--- config.mk ---
export PLATFORM = sky130hd
export DESIGN_NAME = food_map_reader
export DESIGN_NICKNAME = d
export VERILOG_FILES = /design/src/rtl/food_map_pkg.sv /design/src/rtl/food_row_popcount.sv /design/src/rtl/food_map_reader.sv
export SDC_FILE = /design/constraint.sdc
export NUM_CORES = 1
export LEC_CHECK = 0
export ABC_AREA = 1
export CAP_MARGIN = 5
export CORE_UTILIZATION = 45
export CTS_BUF_LIST = sky130_fd_sc_hd__clkbuf_2 sky130_fd_sc_hd__clkbuf_4 sky130_fd_sc_hd__clkbuf_8
export CTS_CLUSTER_SIZE = 24
export DETAILED_ROUTE_END_ITERATION = 8
export GPL_TIMING_DRIVEN = 0
export PLACE_DENSITY = 0.68
export SETUP_SLACK_MARGIN = 0.02
export SYNTH_ARGS = -nofsm -noshare
export SYNTH_HDL_FRONTEND = slang
export SYNTH_SLANG_ARGS = --single-unit
--- constraint.sdc ---
create_clock -name clk -period 10.94 [get_ports clk]
set_input_delay 3.282 -clock clk [delete_from_list [all_inputs] [get_ports clk]]
set_output_delay 3.282 -clock clk [all_outputs]
set_load 0.01 [all_outputs]
--- src/rtl/food_map_pkg.sv ---
`default_nettype none
// ============================================================================
// Module   : food_map_pkg
// Purpose  : Shared geometry, state encoding and helpers for the food map reader.
// Revision : 1.0
// ============================================================================
package food_map_pkg;

    localparam int MAP_W      = 80;
    localparam int MAP_H      = 45;
    localparam int TILE_SHIFT = 4;
    localparam int RD_LAT     = 2;
    localparam int FM_AW      = 6;
    localparam int FM_DW      = 80;
    localparam int PEL_LO_DEF = 6;
    localparam int PEL_HI_DEF = 9;
    localparam int CHUNK_W    = 8;
    localparam int N_CHUNK    = (MAP_W + CHUNK_W - 1) / CHUNK_W;
    localparam int ROW_CNT_W  = 7;
    localparam int ACC_W      = 13;

    typedef enum logic [2:0] {
        ST_IDLE  = 3'd0,
        ST_FETCH = 3'd1,
        ST_WAIT  = 3'd2,
        ST_LOAD  = 3'd3,
        ST_COUNT = 3'd4
    } fm_state_e;

    function automatic logic [3:0] popcount8(input logic [7:0] v);
        logic [3:0] s;
        s = '0;
        for (int i = 0; i < 8; i++) begin
            s = s + {3'b000, v[i]};
        end
        return s;
    endfunction

endpackage
`default_nettype wire

--- src/rtl/food_row_popcount.sv ---
`default_nettype none
// ============================================================================
// Module   : food_row_popcount
// Purpose  : Serial popcount of one food row, CHUNK_W bits per cycle.
// Revision : 1.0
// ============================================================================
module food_row_popcount
    import food_map_pkg::*;
(
    input  logic                 clk,
    input  logic                 rst,
    input  logic                 clr,
    input  logic                 start,
    input  logic [MAP_W-1:0]     row,
    output logic                 busy,
    output logic                 done,
    output logic [ROW_CNT_W-1:0] count
);

    localparam int                 c_IDX_W = $clog2(N_CHUNK);
    localparam logic [c_IDX_W-1:0] c_LAST  = c_IDX_W'(N_CHUNK - 1);

    logic [MAP_W-1:0]     r_shreg_q, w_shreg_d;
    logic [c_IDX_W-1:0]   r_idx_q,   w_idx_d;
    logic [ROW_CNT_W-1:0] r_sum_q,   w_sum_d;
    logic                 r_busy_q,  w_busy_d;
    logic                 r_done_q,  w_done_d;
    logic [ROW_CNT_W-1:0] w_chunk_sum;

    always_comb begin
        w_chunk_sum = r_sum_q + ROW_CNT_W'(popcount8(r_shreg_q[CHUNK_W-1:0]));
        w_shreg_d   = r_shreg_q;
        w_idx_d     = r_idx_q;
        w_sum_d     = r_sum_q;
        w_busy_d    = r_busy_q;
        w_done_d    = 1'b0;
        if (clr) begin
            w_busy_d = 1'b0;
            w_idx_d  = '0;
            w_sum_d  = '0;
        end else if (start) begin
            w_shreg_d = row;
            w_idx_d   = '0;
            w_sum_d   = '0;
            w_busy_d  = 1'b1;
        end else if (r_busy_q) begin
            w_shreg_d = r_shreg_q >> CHUNK_W;
            w_sum_d   = w_chunk_sum;
            w_idx_d   = r_idx_q + c_IDX_W'(1);
            if (r_idx_q == c_LAST) begin
                w_busy_d = 1'b0;
                w_done_d = 1'b1;
            end
        end
    end

    always_ff @(posedge clk) begin
        if (rst) begin
            r_shreg_q <= '0;
            r_idx_q   <= '0;
            r_sum_q   <= '0;
            r_busy_q  <= 1'b0;
            r_done_q  <= 1'b0;
        end else begin
            r_shreg_q <= w_shreg_d;
            r_idx_q   <= w_idx_d;
            r_sum_q   <= w_sum_d;
            r_busy_q  <= w_busy_d;
            r_done_q  <= w_done_d;
        end
    end

    assign busy  = r_busy_q;
    assign done  = r_done_q;
    assign count = r_sum_q;

endmodule
`default_nettype wire

--- src/rtl/food_map_reader.sv ---
`default_nettype none
// ============================================================================
// Module   : food_map_reader
// Purpose  : Per-line food row fetch, pixel pellet flag and per-frame pellet count.
// Revision : 1.0
// ============================================================================
module food_map_reader
    import food_map_pkg::*;
#(
    parameter int PEL_LO = PEL_LO_DEF,
    parameter int PEL_HI = PEL_HI_DEF
) (
    input  logic             clk,
    input  logic             rst,
    input  logic [10:0]      pix_x,
    input  logic [9:0]       pix_y,
    input  logic             pix_valid,
    input  logic             line_start,
    input  logic [9:0]       line_y,
    input  logic             frame_start,
    output logic             fm_en,
    output logic [FM_AW-1:0] fm_addr,
    input  logic [FM_DW-1:0] fm_dout,
    output logic             food_pix,
    output logic             food_pix_vld,
    output logic [ACC_W-1:0] pellets_left,
    output logic             count_ok,
    output logic             level_clear
);

    localparam int                    c_COL_W     = 11 - TILE_SHIFT;
    localparam int                    c_SUM_W     = ACC_W + 1;
    localparam logic [c_COL_W-1:0]    c_MAP_W_COL = c_COL_W'(MAP_W);
    localparam logic [FM_AW-1:0]      c_MAP_H_ROW = FM_AW'(MAP_H);
    localparam logic [TILE_SHIFT-1:0] c_PEL_LO    = TILE_SHIFT'(PEL_LO);
    localparam logic [TILE_SHIFT-1:0] c_PEL_HI    = TILE_SHIFT'(PEL_HI);
    localparam logic [3:0]            c_WAIT_INIT = 4'(RD_LAT - 2);
    localparam logic [FM_AW-1:0]      c_ROWS_MAX  = '1;
    localparam logic [ACC_W-1:0]      c_ACC_MAX   = '1;

    fm_state_e            r_state_q, w_state_d;
    logic [FM_AW-1:0]     r_row_q, w_row_d;
    logic                 r_cnt_line_q, w_cnt_line_d;
    logic [3:0]           r_wait_q, w_wait_d;
    logic [MAP_W-1:0]     r_buf_q, w_buf_d;
    logic                 r_fm_en_q, w_fm_en_d;
    logic [FM_AW-1:0]     r_fm_addr_q, w_fm_addr_d;
    logic [ACC_W-1:0]     r_acc_q, w_acc_d;
    logic [FM_AW-1:0]     r_rows_q, w_rows_d;
    logic                 r_dirty_q, w_dirty_d;
    logic [ACC_W-1:0]     r_pellets_q, w_pellets_d;
    logic                 r_count_ok_q, w_count_ok_d;
    logic                 r_level_clear_q, w_level_clear_d;
    logic [c_COL_W-1:0]   r_col_q, w_col_d;
    logic                 r_win_q, w_win_d;
    logic                 r_vld1_q, w_vld1_d;
    logic                 r_food_pix_q, w_food_pix_d;
    logic                 r_vld2_q, w_vld2_d;

    logic [FM_AW-1:0]     w_line_row;
    logic                 w_line_on_map;
    logic [ACC_W-1:0]     w_acc_base;
    logic [FM_AW-1:0]     w_rows_base;
    logic                 w_dirty_base;
    logic [c_SUM_W-1:0]   w_acc_sum;
    logic                 w_pc_start, w_pc_clr, w_pc_busy, w_pc_done;
    logic [ROW_CNT_W-1:0] w_pc_count;
    logic [(2**c_COL_W)-1:0] w_buf_ext;
    logic                 w_unused;

    assign w_unused = ^pix_y[9:TILE_SHIFT];

    food_row_popcount u_popcount (
        .clk   (clk),
        .rst   (rst),
        .clr   (w_pc_clr),
        .start (w_pc_start),
        .row   (fm_dout),
        .busy  (w_pc_busy),
        .done  (w_pc_done),
        .count (w_pc_count)
    );

    always_comb begin
        w_state_d       = r_state_q;
        w_row_d         = r_row_q;
        w_cnt_line_d    = r_cnt_line_q;
        w_wait_d        = r_wait_q;
        w_buf_d         = r_buf_q;
        w_pellets_d     = r_pellets_q;
        w_count_ok_d    = r_count_ok_q;
        w_level_clear_d = r_level_clear_q;
        w_pc_start      = 1'b0;
        w_pc_clr        = 1'b0;
        w_line_row      = line_y[9:TILE_SHIFT];
        w_line_on_map   = (w_line_row < c_MAP_H_ROW);

        // Latch happens before any count completing this cycle, so that count
        // lands in the new frame.
        w_acc_base   = r_acc_q;
        w_rows_base  = r_rows_q;
        w_dirty_base = r_dirty_q;
        if (frame_start) begin
            w_pellets_d     = r_acc_q;
            w_count_ok_d    = !r_dirty_q && (r_rows_q == c_MAP_H_ROW);
            w_level_clear_d = w_count_ok_d && (r_acc_q == '0);
            w_acc_base      = '0;
            w_rows_base     = '0;
            w_dirty_base    = 1'b0;
        end
        w_acc_d   = w_acc_base;
        w_rows_d  = w_rows_base;
        w_dirty_d = w_dirty_base;
        w_acc_sum = {1'b0, w_acc_base} + c_SUM_W'(w_pc_count);

        case (r_state_q)
            ST_IDLE: begin
                if (line_start) begin
                    w_row_d      = w_line_row;
                    w_cnt_line_d = (line_y[TILE_SHIFT-1:0] == '0);
                    if (w_line_on_map) begin
                        w_state_d = ST_FETCH;
                    end else begin
                        w_buf_d = '0;
                    end
                end
            end
            ST_FETCH: begin
                w_state_d = ST_WAIT;
                w_wait_d  = c_WAIT_INIT;
            end
            ST_WAIT: begin
                if (r_wait_q == '0) begin
                    w_state_d = ST_LOAD;
                end else begin
                    w_wait_d = r_wait_q - 4'd1;
                end
            end
            ST_LOAD: begin
                w_buf_d = fm_dout[MAP_W-1:0];
                if (r_cnt_line_q) begin
                    w_pc_start = 1'b1;
                    w_state_d  = ST_COUNT;
                end else begin
                    w_state_d = ST_IDLE;
                end
            end
            ST_COUNT: begin
                if (w_pc_done) begin
                    w_acc_d   = w_acc_sum[ACC_W] ? c_ACC_MAX : w_acc_sum[ACC_W-1:0];
                    w_rows_d  = (w_rows_base == c_ROWS_MAX) ? w_rows_base
                                                            : w_rows_base + FM_AW'(1);
                    w_state_d = ST_IDLE;
                end else if (!w_pc_busy) begin
                    w_state_d = ST_IDLE;
                end
            end
            default: begin
                w_state_d = ST_IDLE;
            end
        endcase

        // A new line preempts whatever is in flight; a lost row count taints the frame.
        if (line_start && (r_state_q != ST_IDLE)) begin
            w_pc_clr     = 1'b1;
            w_pc_start   = 1'b0;
            if (r_cnt_line_q && !((r_state_q == ST_COUNT) && w_pc_done)) begin
                w_dirty_d = 1'b1;
            end
            w_row_d      = w_line_row;
            w_cnt_line_d = (line_y[TILE_SHIFT-1:0] == '0);
            if (w_line_on_map) begin
                w_state_d = ST_FETCH;
            end else begin
                w_state_d = ST_IDLE;
                w_buf_d   = '0;
            end
        end

        w_fm_en_d   = (w_state_d == ST_FETCH);
        w_fm_addr_d = (w_state_d == ST_FETCH) ? w_row_d : r_fm_addr_q;

        w_col_d      = pix_x[10:TILE_SHIFT];
        w_win_d      = (pix_x[TILE_SHIFT-1:0] >= c_PEL_LO) && (pix_x[TILE_SHIFT-1:0] <= c_PEL_HI) &&
                       (pix_y[TILE_SHIFT-1:0] >= c_PEL_LO) && (pix_y[TILE_SHIFT-1:0] <= c_PEL_HI);
        w_vld1_d     = pix_valid;
        w_buf_ext    = {{((2**c_COL_W) - MAP_W){1'b0}}, r_buf_q};
        w_food_pix_d = r_vld1_q && r_win_q && (r_col_q < c_MAP_W_COL) && w_buf_ext[r_col_q];
        w_vld2_d     = r_vld1_q;
    end

    always_ff @(posedge clk) begin
        if (rst) begin
            r_state_q       <= ST_IDLE;
            r_row_q         <= '0;
            r_cnt_line_q    <= 1'b0;
            r_wait_q        <= '0;
            r_buf_q         <= '0;
            r_fm_en_q       <= 1'b0;
            r_fm_addr_q     <= '0;
            r_acc_q         <= '0;
            r_rows_q        <= '0;
            r_dirty_q       <= 1'b0;
            r_pellets_q     <= '0;
            r_count_ok_q    <= 1'b0;
            r_level_clear_q <= 1'b0;
            r_col_q         <= '0;
            r_win_q         <= 1'b0;
            r_vld1_q        <= 1'b0;
            r_food_pix_q    <= 1'b0;
            r_vld2_q        <= 1'b0;
        end else begin
            r_state_q       <= w_state_d;
            r_row_q         <= w_row_d;
            r_cnt_line_q    <= w_cnt_line_d;
            r_wait_q        <= w_wait_d;
            r_buf_q         <= w_buf_d;
            r_fm_en_q       <= w_fm_en_d;
            r_fm_addr_q     <= w_fm_addr_d;
            r_acc_q         <= w_acc_d;
            r_rows_q        <= w_rows_d;
            r_dirty_q       <= w_dirty_d;
            r_pellets_q     <= w_pellets_d;
            r_count_ok_q    <= w_count_ok_d;
            r_level_clear_q <= w_level_clear_d;
            r_col_q         <= w_col_d;
            r_win_q         <= w_win_d;
            r_vld1_q        <= w_vld1_d;
            r_food_pix_q    <= w_food_pix_d;
            r_vld2_q        <= w_vld2_d;
        end
    end

    assign fm_en        = r_fm_en_q;
    assign fm_addr      = r_fm_addr_q;
    assign food_pix     = r_food_pix_q;
    assign food_pix_vld = r_vld2_q;
    assign pellets_left = r_pellets_q;
    assign count_ok     = r_count_ok_q;
    assign level_clear  = r_level_clear_q;

endmodule
`default_nettype wire

* Yosys cells after proc, flatten, opt, wreduce, memory -nomap -nowiden
Cells that the tools add are included.
** Word-level totals
- Flip-flop bits (word level) :: 240
- Output and inout port bits :: 24
** Operators by class
- Order comparisons :: 7
- $add $sub $neg :: 12
- Multiplexer cells :: 45
- Bitwise operators :: 2
- Reduce and logical (&&, ||, !) cells :: 28
- Equality and inequality tests :: 9
** Operators with widths (count)
- $mux 80 :: 6
- $pmux 80 s2 :: 1
- $mux 13 :: 4
- $mux 6 :: 7
- $add 4x1->4 :: 6
- $mux 3 :: 7
- $mux 1 :: 16
- $pmux 3 s5 :: 1
- $add 13x7->14 :: 1
- $logic_not 13->1 :: 1
- $eq 6x6->1 const B :: 2
- $logic_and 1x1->1 :: 11
- $ge 4x3->1 const B :: 2
- $le 4x4->1 const B :: 2
- $logic_not 4->1 :: 2
- $lt 7x8->1 const B :: 1
- $pmux 4 s2 :: 1
- $reduce_bool 2->1 :: 4
- $add 7x4->7 :: 1
- $bmux 1 s7 :: 1
- $lt 7x7->1 const B :: 1
- $add 6x1->6 const B :: 1
- $eq 3x1->1 const B :: 2
- $eq 3x2->1 const B :: 2
- 16 further kinds :: 20

* Longest topological paths before layout
Gate-level depths: netlist of the first run.
- Depth in word-level cells :: 8
- Depth in mapped cells :: 16
- Mapped depth without buffers :: 16

* Cells and area by module
Synthesis of the first run repeated with hierarchy kept, for this count alone.
** Unflattened totals
- Cells, all modules :: 1660
- Area, all modules :: 11491.0 um^2
** By module, submodules not included
- food_map_reader :: area an instance 7370.8 um^2, cells each 1114, times used 1
- food_row_popcount :: area an instance 4120.2 um^2, cells each 546, times used 1

* Worst setup path before layout of the first run
No wires, ideal clock.
- Path kind :: input to register
- From :: in frame_start
- To :: reg r_acc_q[11]
- Arrival :: 5158 ps
- Data required time :: 10808 ps
- Library setup time :: 132 ps
- Cell stages on the path :: 11
- Slack :: 5650 ps
- Cells stage by stage :: clkbuf_1 -> clkbuf_1 -> nor2_1 -> ha_1 -> nand2_1 -> inv_1 -> nand3_1 -> o21ai_0 -> nand4_1 -> xor2_1 -> a21oi_1
** On the way
- Word-level cells in the longest chain between the ends :: 5
** RTL lines
- start: declaration :: RTL line food_map_reader.sv:20 : input logic frame_start,
- $mux 13 (*) :: RTL line food_map_reader.sv:103 : if (frame_start) begin
- $add 13x7->14 :: RTL line food_map_reader.sv:114 : w_acc_sum = {1'b0, w_acc_base} + c_SUM_W'(w_pc_count);
- $mux 13 :: RTL line food_map_reader.sv:150 : w_acc_d = w_acc_sum[ACC_W] ? c_ACC_MAX : w_acc_sum[ACC_W-1:0];
- $mux 13 :: RTL line food_map_reader.sv:149 : if (w_pc_done) begin
- $mux 13 (*) :: RTL line food_map_reader.sv:116 : case (r_state_q)
- end signal: assignment :: RTL line food_map_reader.sv:220 : r_acc_q <= w_acc_d;
- end: declaration :: RTL line food_map_reader.sv:48 : logic [ACC_W-1:0] r_acc_q, w_acc_d;
Mark *: on every way between the ends. The rest lies on a longest branch, timed or not.
A chain may end at the register's enable or synchronous reset.

* Worst setup path after layout of the first run
- From :: in frame_start
- To :: reg r_acc_q[7]
The elaborated chain is that of the path after synthesis.

==> results of run 1 <==
[area by class of cell]
| class | instances | area, sq um | area share [%] |
|---|---|---|---|
| Antenna cell | 1 | 2.50 | 0.0173 |
| Tap cell | 330 | 413 | 2.85 |
| Clock inverter | 6 | 61.3 | 0.423 |
| Buffer | 111 | 497 | 3.43 |
| Inverter | 347 | 1300 | 9.00 |
| Timing Repair Buffer | 130 | 1300 | 8.99 |
| Sequential cell | 240 | 4800 | 33.2 |
| Clock buffer | 73 | 892 | 6.16 |
| Multi-Input combinational cell | 984 | 5210 | 36.0 |
[cell families (layout without fill, tap and decap cells)]
logic type,count (synthesis),in the layout,share of synthesized area (%)
compound gates,292,292,14.9
xor+xnor,12,12,0.890
fa+ha+maj,24,24,2.92
buf+inv,458,667,15.2
flops,240,240,40.7
mux,4,4,0.339
other cells,0,1,0
simple gates,652,652,25.0
[flip-flops by register name (all words and copies together) (netlist names), 3 cells and up]
signal / flops
fm_addr: 6
pellets_left: 13
r_acc_q: 13
r_buf_q: 80
r_col_q: 7
r_row_q: 6
r_rows_q: 6
r_state_q: 3
r_wait_q: 4
u_popcount.count: 7
u_popcount.r_idx_q: 4
u_popcount.r_shreg_q: 80
[per-layer routing]
layer | up-vias | wire, um | GRT usage [%]
met5 | - | 0 | 0
met4 | 0 | 937 | 8.96
met3 | 65 | 2880 | 4.55
met2 | 416 | 15700 | 41.8
met1 | 5366 | 15900 | 36.3
li1 | 5847 | - | -
[worst paths after layout]
kind / to / slack [ns]
setup / recovery: r_acc_q[7] / 4.75
hold / removal: r_wait_q[1] / 0.47
setup reg to reg: u_popcount.count[6] / 7.20
hold reg to reg: r_wait_q[1] / 0.47
[worst min-delay path, cell delays in order (launching register included)]
cell	delay [ns]
dfxtp_1	0.31
nand2_1	0.06
a21oi_1	0.05
[power by group through the flow]
| stage | Combinational [W] | Sequential [W] | Clock (W) |
|---|---|---|---|
| CTS | 0.000269 | 0.000915 | 0.000930 |
| finish | 0.000271 | 0.000916 | 0.000916 |
| global placement | 0.000265 | 0.000933 | 0 |
| detailed placement | 0.000267 | 0.000934 | 0 |
| floorplan | 0.000147 | 0.000935 | 0 |
| global route | 0.000298 | 0.000918 | 0.000973 |
[per-stage QoR]
step / std cells / worst slack [ns]
2_1_floorplan: 1682 / 5.65
3_3_place_gp: 2142 / 4.29
3_5_place_dp: 2142 / 4.26
4_1_cts: 2221 / 4.84
5_1_grt: 2221 / 4.47
6_report: 2222 / 4.75
[placed cells by master, fill, tap and decap left out, types with 50 or more instances in the layout]
cell             synthesis  final
clkdlybuf4s50_1          0    130
nand2_1                217    217
o21ai_0                 57     57
dfxtp_1                240    240
a21oi_1                105    105
inv_1                  337    337
clkbuf_8                 0     55
nand3_1                228    228
nor2_1                 123    123
nand4_1                 50     50
clkbuf_1                59     59
==> flow_metrics.py, run 1 <==
metrics = {
    "run_status": {
        "status": "finished, final reports clean",
    },
    "sta": {
        "max_slew_margin_pct": 46.6,
        "hold_ws_ns": 0.466,
        "hold_viol": 0,
        "fmax_ghz": 0.161,
        "tightest_slew_ns": 0.801,
        "fin_crit_sh_pct": 56.6,
        "rsz0062_at_grt": "false",
        "fin_crit_ns": 6.19,
        "setup_violations": 0,
        "finalSetupTns_ns": 0,
        "maxSlewViolCount": 0,
        "clock_skew_ns": 0.0113,
    },
    "global_route": {
        "overflow": 0,
        "grt_max_degree": 12,
        "grt_usage_pct": 26.4,
        "grt_pass1_vias": 10700,
        "grt_first_pass_wirelength_um": 55500,
        "antenna_found_initial": 0,
    },
    "finish": {
        "utilization_pct": 56.8,
        "fillerInstances": 2456,
        "design_area_sq_um": 14500,
        "area_growth_syn_to_layout_pct": 22.6,
        "drive_gt1_share_pct": 7.24,
        "fin_nets": 1997,
    },
    "placed_design": {
        "portBuffers": 130,
        "place_area_sq_um": 13500,
        "dp_hpwl_um": 26000,
        "gp_congestion": 0.891,
    },
    "power_and_ir_drop": {
        "ir_worst_vdd_uv": 109,
        "leakage_nw": 6.17,
        "p_int_w": 0.00154,
        "comb_power_share_pct": 12.9,
        "power.switching_w": 0.000560,
        "pwr-share-clk_pct": 43.6,
        "finalPower_w": 0.00210,
        "p_seq_share_pct": 43.6,
        "power.share.switching_pct": 26.6,
        "powerDensity_nw_per_um2": 145,
    },
    "detailed_routing": {
        "drc": 0,
        "vias": 11700,
        "ant_nets": 0,
        "dr.pass1.iters": 6,
        "drt_iter0_drc": 1136,
        "routed_wl_um": 35500,
        "viasPerCell": 5.26,
        "post_drt_wl_per_cell_um": 16.0,
    },
    "yosys": {
        "synth.cell_area_sq_um": 11800,
        "synth_ff_type": "dfxtp_1",
        "ys_ff_latch": 240,
        "postSynthCellCount": 1682,
        "synth_area_per_cell_sq_um": 7.02,
        "synth_edf_count": 0,
        "ys_seq_area_share_pct": 40.7,
        "yosysMostFrequentCell": "inv_1",
        "yosysWarnings": 0,
        "synthDominantCellAreaShare_pct": 40.7,
        "syn_nets": 1822,
        "async_flop_share_pct": 0,
        "synthTopCellsByCount": "337 x inv_1, 240 x dfxtp_1, 228 x nand3_1, 217 x nand2_1, 123 x nor2_1",
        "ys_top_cells_by_area": "dfxtp_1 41%, inv_1 11%, nand3_1 9.7%",
        "yosys.cell_types.count": 43,
        "yosysTopAreaCell": "dfxtp_1",
    },
    "die": {
        "initial_core_util_pct": 46.4,
        "io_pins": 140,
        "dieArea_sq_um": 26900,
        "die_w_um": 164,
        "die_h_um": 164,
        "core_sq_um": 25500,
        "rows": 58,
    },
    "critical_path": {
        "path_class": "input port to register",
        "startpoint_type": "input port",
        "crit_buf_inv": 5,
        "slowest_stage": "clkdlybuf4s50_1",
        "r2r-start": "u_popcount.r_shreg_q[0]",
        "cp_data_arrival_time_ns": 6.68,
        "crit_chain": "clkdlybuf4s50_1 > clkbuf_1 > clkbuf_1 > nor2_1 > ha_1 > nand2_1 > inv_1 > nand3_1 > o21ai_0 > nand3_1 > nand2_1 > o21ai_0 > inv_1",
        "path_depth": 13,
        "cp_data_required_time_ns": 11.43,
        "path_delay_family": "buffers and inverters",
        "crit_start": "frame_start",
        "rr_worst_depth": 13,
        "critPathCaptureType": "register",
        "critPathMaxFanout": 10,
        "cpPeakStageDelay_ns": 0.62,
    },
    "cts": {
        "clk_latency_ns": 0.55,
        "cts_hold_buf": 0,
        "clk_pin_slew_worst_paths_ns": 0.06,
        "cts_setup_buffers": 0,
        "clock_sinks": 240,
        "cts_buffers": 43,
        "cts_tree": "built",
        "post_cts_resized": 0,
        "clock_path_buffers": 3,
        "htreeDepth": 2,
        "clockRootBuffer": "clkbuf_8",
    },
    "flow_run": {
        "cap_violations": 0,
    },
    "worst_hold_path": {
        "hold_path.class": "register to register",
        "hp-start": "r_wait_q[1]",
        "holdPathStages": 2,
    },
}
Note: power is estimated with default switching activity, not from simulation.
==> inputs of run 2 (changes only) <==
==> constraint.sdc (replaced) <==
create_clock -name clk -period 5.7 [get_ports clk]
set_input_delay 1.71 -clock clk [delete_from_list [all_inputs] [get_ports clk]]
set_output_delay 1.71 -clock clk [all_outputs]
set_load 0.01 [all_outputs]
==> results of run 2 <==
Same layout as run 1 (identical final DEF). Status: finished, final reports clean.
Main changes from that run: setup slack after placement 4.26 ns -> 0.597 ns; setup slack after layout 4.75 ns -> 1.08 ns; register-to-register setup slack 7.20 ns -> 1.96 ns; total power 0.00210 W -> 0.00404 W; worst IR drop on VDD 109 uV -> 209 uV
==> inputs of run 3 (changes only) <==
==> constraint.sdc (replaced) <==
create_clock -name clk -period 4.33 [get_ports clk]
set_input_delay 1.299 -clock clk [delete_from_list [all_inputs] [get_ports clk]]
set_output_delay 1.299 -clock clk [all_outputs]
set_load 0.01 [all_outputs]
==> flow_metrics.py, run 3 (synthesis gave the netlist of run 1 again) <==
metrics = {
    "finish": {
        "utilization_pct": 56.8,
        "drive_gt1_share_pct": 7.24,
        "area_growth_syn_to_layout_pct": 22.6,
        "fillerInstances": 2456,
        "final_common_cell": "inv_1",
        "fin_nets": 1997,
        "final_cell_mix": "337 x inv_1, 240 x dfxtp_1, 228 x nand3_1",
        "reg.largest.list": "r_buf_q: 80 flops, u_popcount.r_shreg_q: 80 flops",
    },
    "die": {
        "rows": 58,
        "core_sq_um": 25500,
        "die_w_um": 164,
        "dieArea_sq_um": 26900,
        "die_h_um": 164,
        "initial_core_util_pct": 46.4,
        "io_pins": 140,
    },
    "critical_path": {
        "crit_path_end": "r_acc_q[7]",
        "crit_start": "frame_start",
        "rr_worst_depth": 13,
        "r2r-start": "u_popcount.r_shreg_q[0]",
        "critPathMaxFanout": 10,
        "cp_data_arrival_time_ns": 4.46,
        "path_class": "input port to register",
        "rrSetupSlack_ns": 0.59,
        "cp_data_required_time_ns": 4.82,
        "critPathCaptureType": "register",
        "reg2reg_to": "u_popcount.count[6]",
        "startpoint_type": "input port",
    },
    "detailed_routing": {
        "dr.pass1.iters": 6,
        "viasPerCell": 5.26,
        "drc": 0,
        "drt_iter0_drc": 1132,
        "routed_wl_um": 35500,
        "vias": 11700,
        "ant_nets": 0,
        "post_drt_wl_per_cell_um": 16.0,
    },
    "power_and_ir_drop": {
        "ir_worst_vdd_uv": 275,
        "power.share.switching_pct": 26.6,
        "p_seq_share_pct": 43.6,
        "pwr-share-clk_pct": 43.6,
        "powerDensity_nw_per_um2": 367,
        "leakage_nw": 6.17,
        "finalPower_w": 0.00531,
        "p_int_w": 0.00390,
        "comb_power_share_pct": 12.9,
        "power.switching_w": 0.00142,
    },
    "cts": {
        "clockRootBuffer": "clkbuf_8",
        "htreeDepth": 2,
        "cts_buffers": 43,
        "cts_hold_buf": 0,
        "cts_tree": "built",
        "clock_path_buffers": 3,
        "clk_pin_slew_worst_paths_ns": 0.06,
        "clock_sinks": 240,
        "clk_latency_ns": 0.55,
    },
    "sta": {
        "fin_crit_ns": 3.98,
        "fin_crit_sh_pct": 91.8,
        "maxSlewViolCount": 0,
        "clock_skew_ns": 0.0111,
        "hold_ws_ns": 0.466,
        "fmax_ghz": 0.251,
        "hold_viol": 0,
        "tightest_slew_ns": 0.801,
        "setup_violations": 0,
        "max_slew_margin_pct": 46.6,
        "rsz0062_at_grt": "false",
    },
    "global_route": {
        "grt_first_pass_wirelength_um": 55500,
        "use_met3_pct": 4.55,
        "overflow": 0,
        "busiest_layer": "met2",
        "grt_pass1_vias": 10700,
        "antenna_found_initial": 0,
        "gr-usage-met1_pct": 36.3,
        "grt_max_degree": 12,
        "grt_usage_pct": 26.4,
        "met2_usage_pct": 41.8,
    },
    "placed_design": {
        "portBuffers": 130,
        "dp_hpwl_um": 26000,
        "gp_congestion": 0.891,
    },
    "flow_run": {
        "cap_violations": 0,
    },
    "worst_hold_path": {
        "hold_path.class": "register to register",
    },
    "run_status": {
        "status": "finished, final reports clean",
    },
}
## run 3: cell counts in the layout (fill, tap and decap cells not counted)
No cell type changed its count.
## run 3: stage by stage
step | instance area [sq um] | cells | TNS [ns] | worst slack [ns]
floorplan | 11800 | 1682 | 0 | 0.833
global placement | 13500 | 2142 | -3.63 | -0.334
detailed placement | 13500 | 2142 | -3.79 | -0.362
CTS | 14500 | 2221 | 0 | 0.212
global route | 14500 | 2221 | 0 | 0.0731
finish | 14500 | 2222 | 0 | 0.354
## run 3: how the worst min path moves through the flow
stage,from,to,slack [ns],cells past startpoint
floorplan,r_vld1_q,food_pix_vld,0.40,2
global placement,r_wait_q[0],r_wait_q[0],0.44,1
detailed placement,r_wait_q[0],r_wait_q[0],0.45,1
CTS,r_wait_q[0],r_wait_q[0],0.46,1
global route,r_wait_q[1],r_wait_q[1],0.47,2
finish,r_wait_q[1],r_wait_q[1],0.47,2
## run 3: per-layer routing
layer / vias up / wire length, um
met2: 416 / 15700
met1: 5357 / 16000
met4: 0 / 937
met5: - / 0
li1: 5847 / -
met3: 65 / 2870
## run 3: repair_timing
| action | CTS | global route |
|---|---|---|
| endpoints found under the setup margin | 0 | 13 |
| resized for setup | 0 | 1 |
| buffers inserted | 0 | 0 |
## run 3: worst max-delay path, cell delays in order
cell and delay [ns]:
clkdlybuf4s50_1 0.62, clkbuf_1 0.38, clkbuf_1 0.43, nor2_1 0.14
ha_1 0.38, nand2_1 0.06, inv_1 0.07, nand3_1 0.07
o21ai_1 0.40, nand3_1 0.28, nand2_1 0.12, o21ai_0 0.10
inv_1 0.11
## run 3: final cells by class
type / count / area (sq um) / share of cell area [%]
Clock inverter: 6 / 61.3 / 0.423
Timing Repair Buffer: 130 / 1300 / 8.99
Multi-Input combinational cell: 984 / 5210 / 36.0
Buffer: 111 / 497 / 3.43
Tap cell: 330 / 413 / 2.85
Inverter: 347 / 1300 / 9.00
Clock buffer: 73 / 892 / 6.16
Antenna cell: 1 / 2.50 / 0.0173
Sequential cell: 240 / 4800 / 33.2
## run 3: power by group through the flow
stage | combinational (W) | clock (W) | sequential (W)
6_report | 0.000684 | 0.00231 | 0.00231
5_1_grt | 0.000753 | 0.00246 | 0.00232
4_1_cts | 0.000679 | 0.00235 | 0.00231
3_5_place_dp | 0.000674 | 0 | 0.00236
3_3_place_gp | 0.000668 | 0 | 0.00236
2_1_floorplan | 0.000370 | 0 | 0.00236
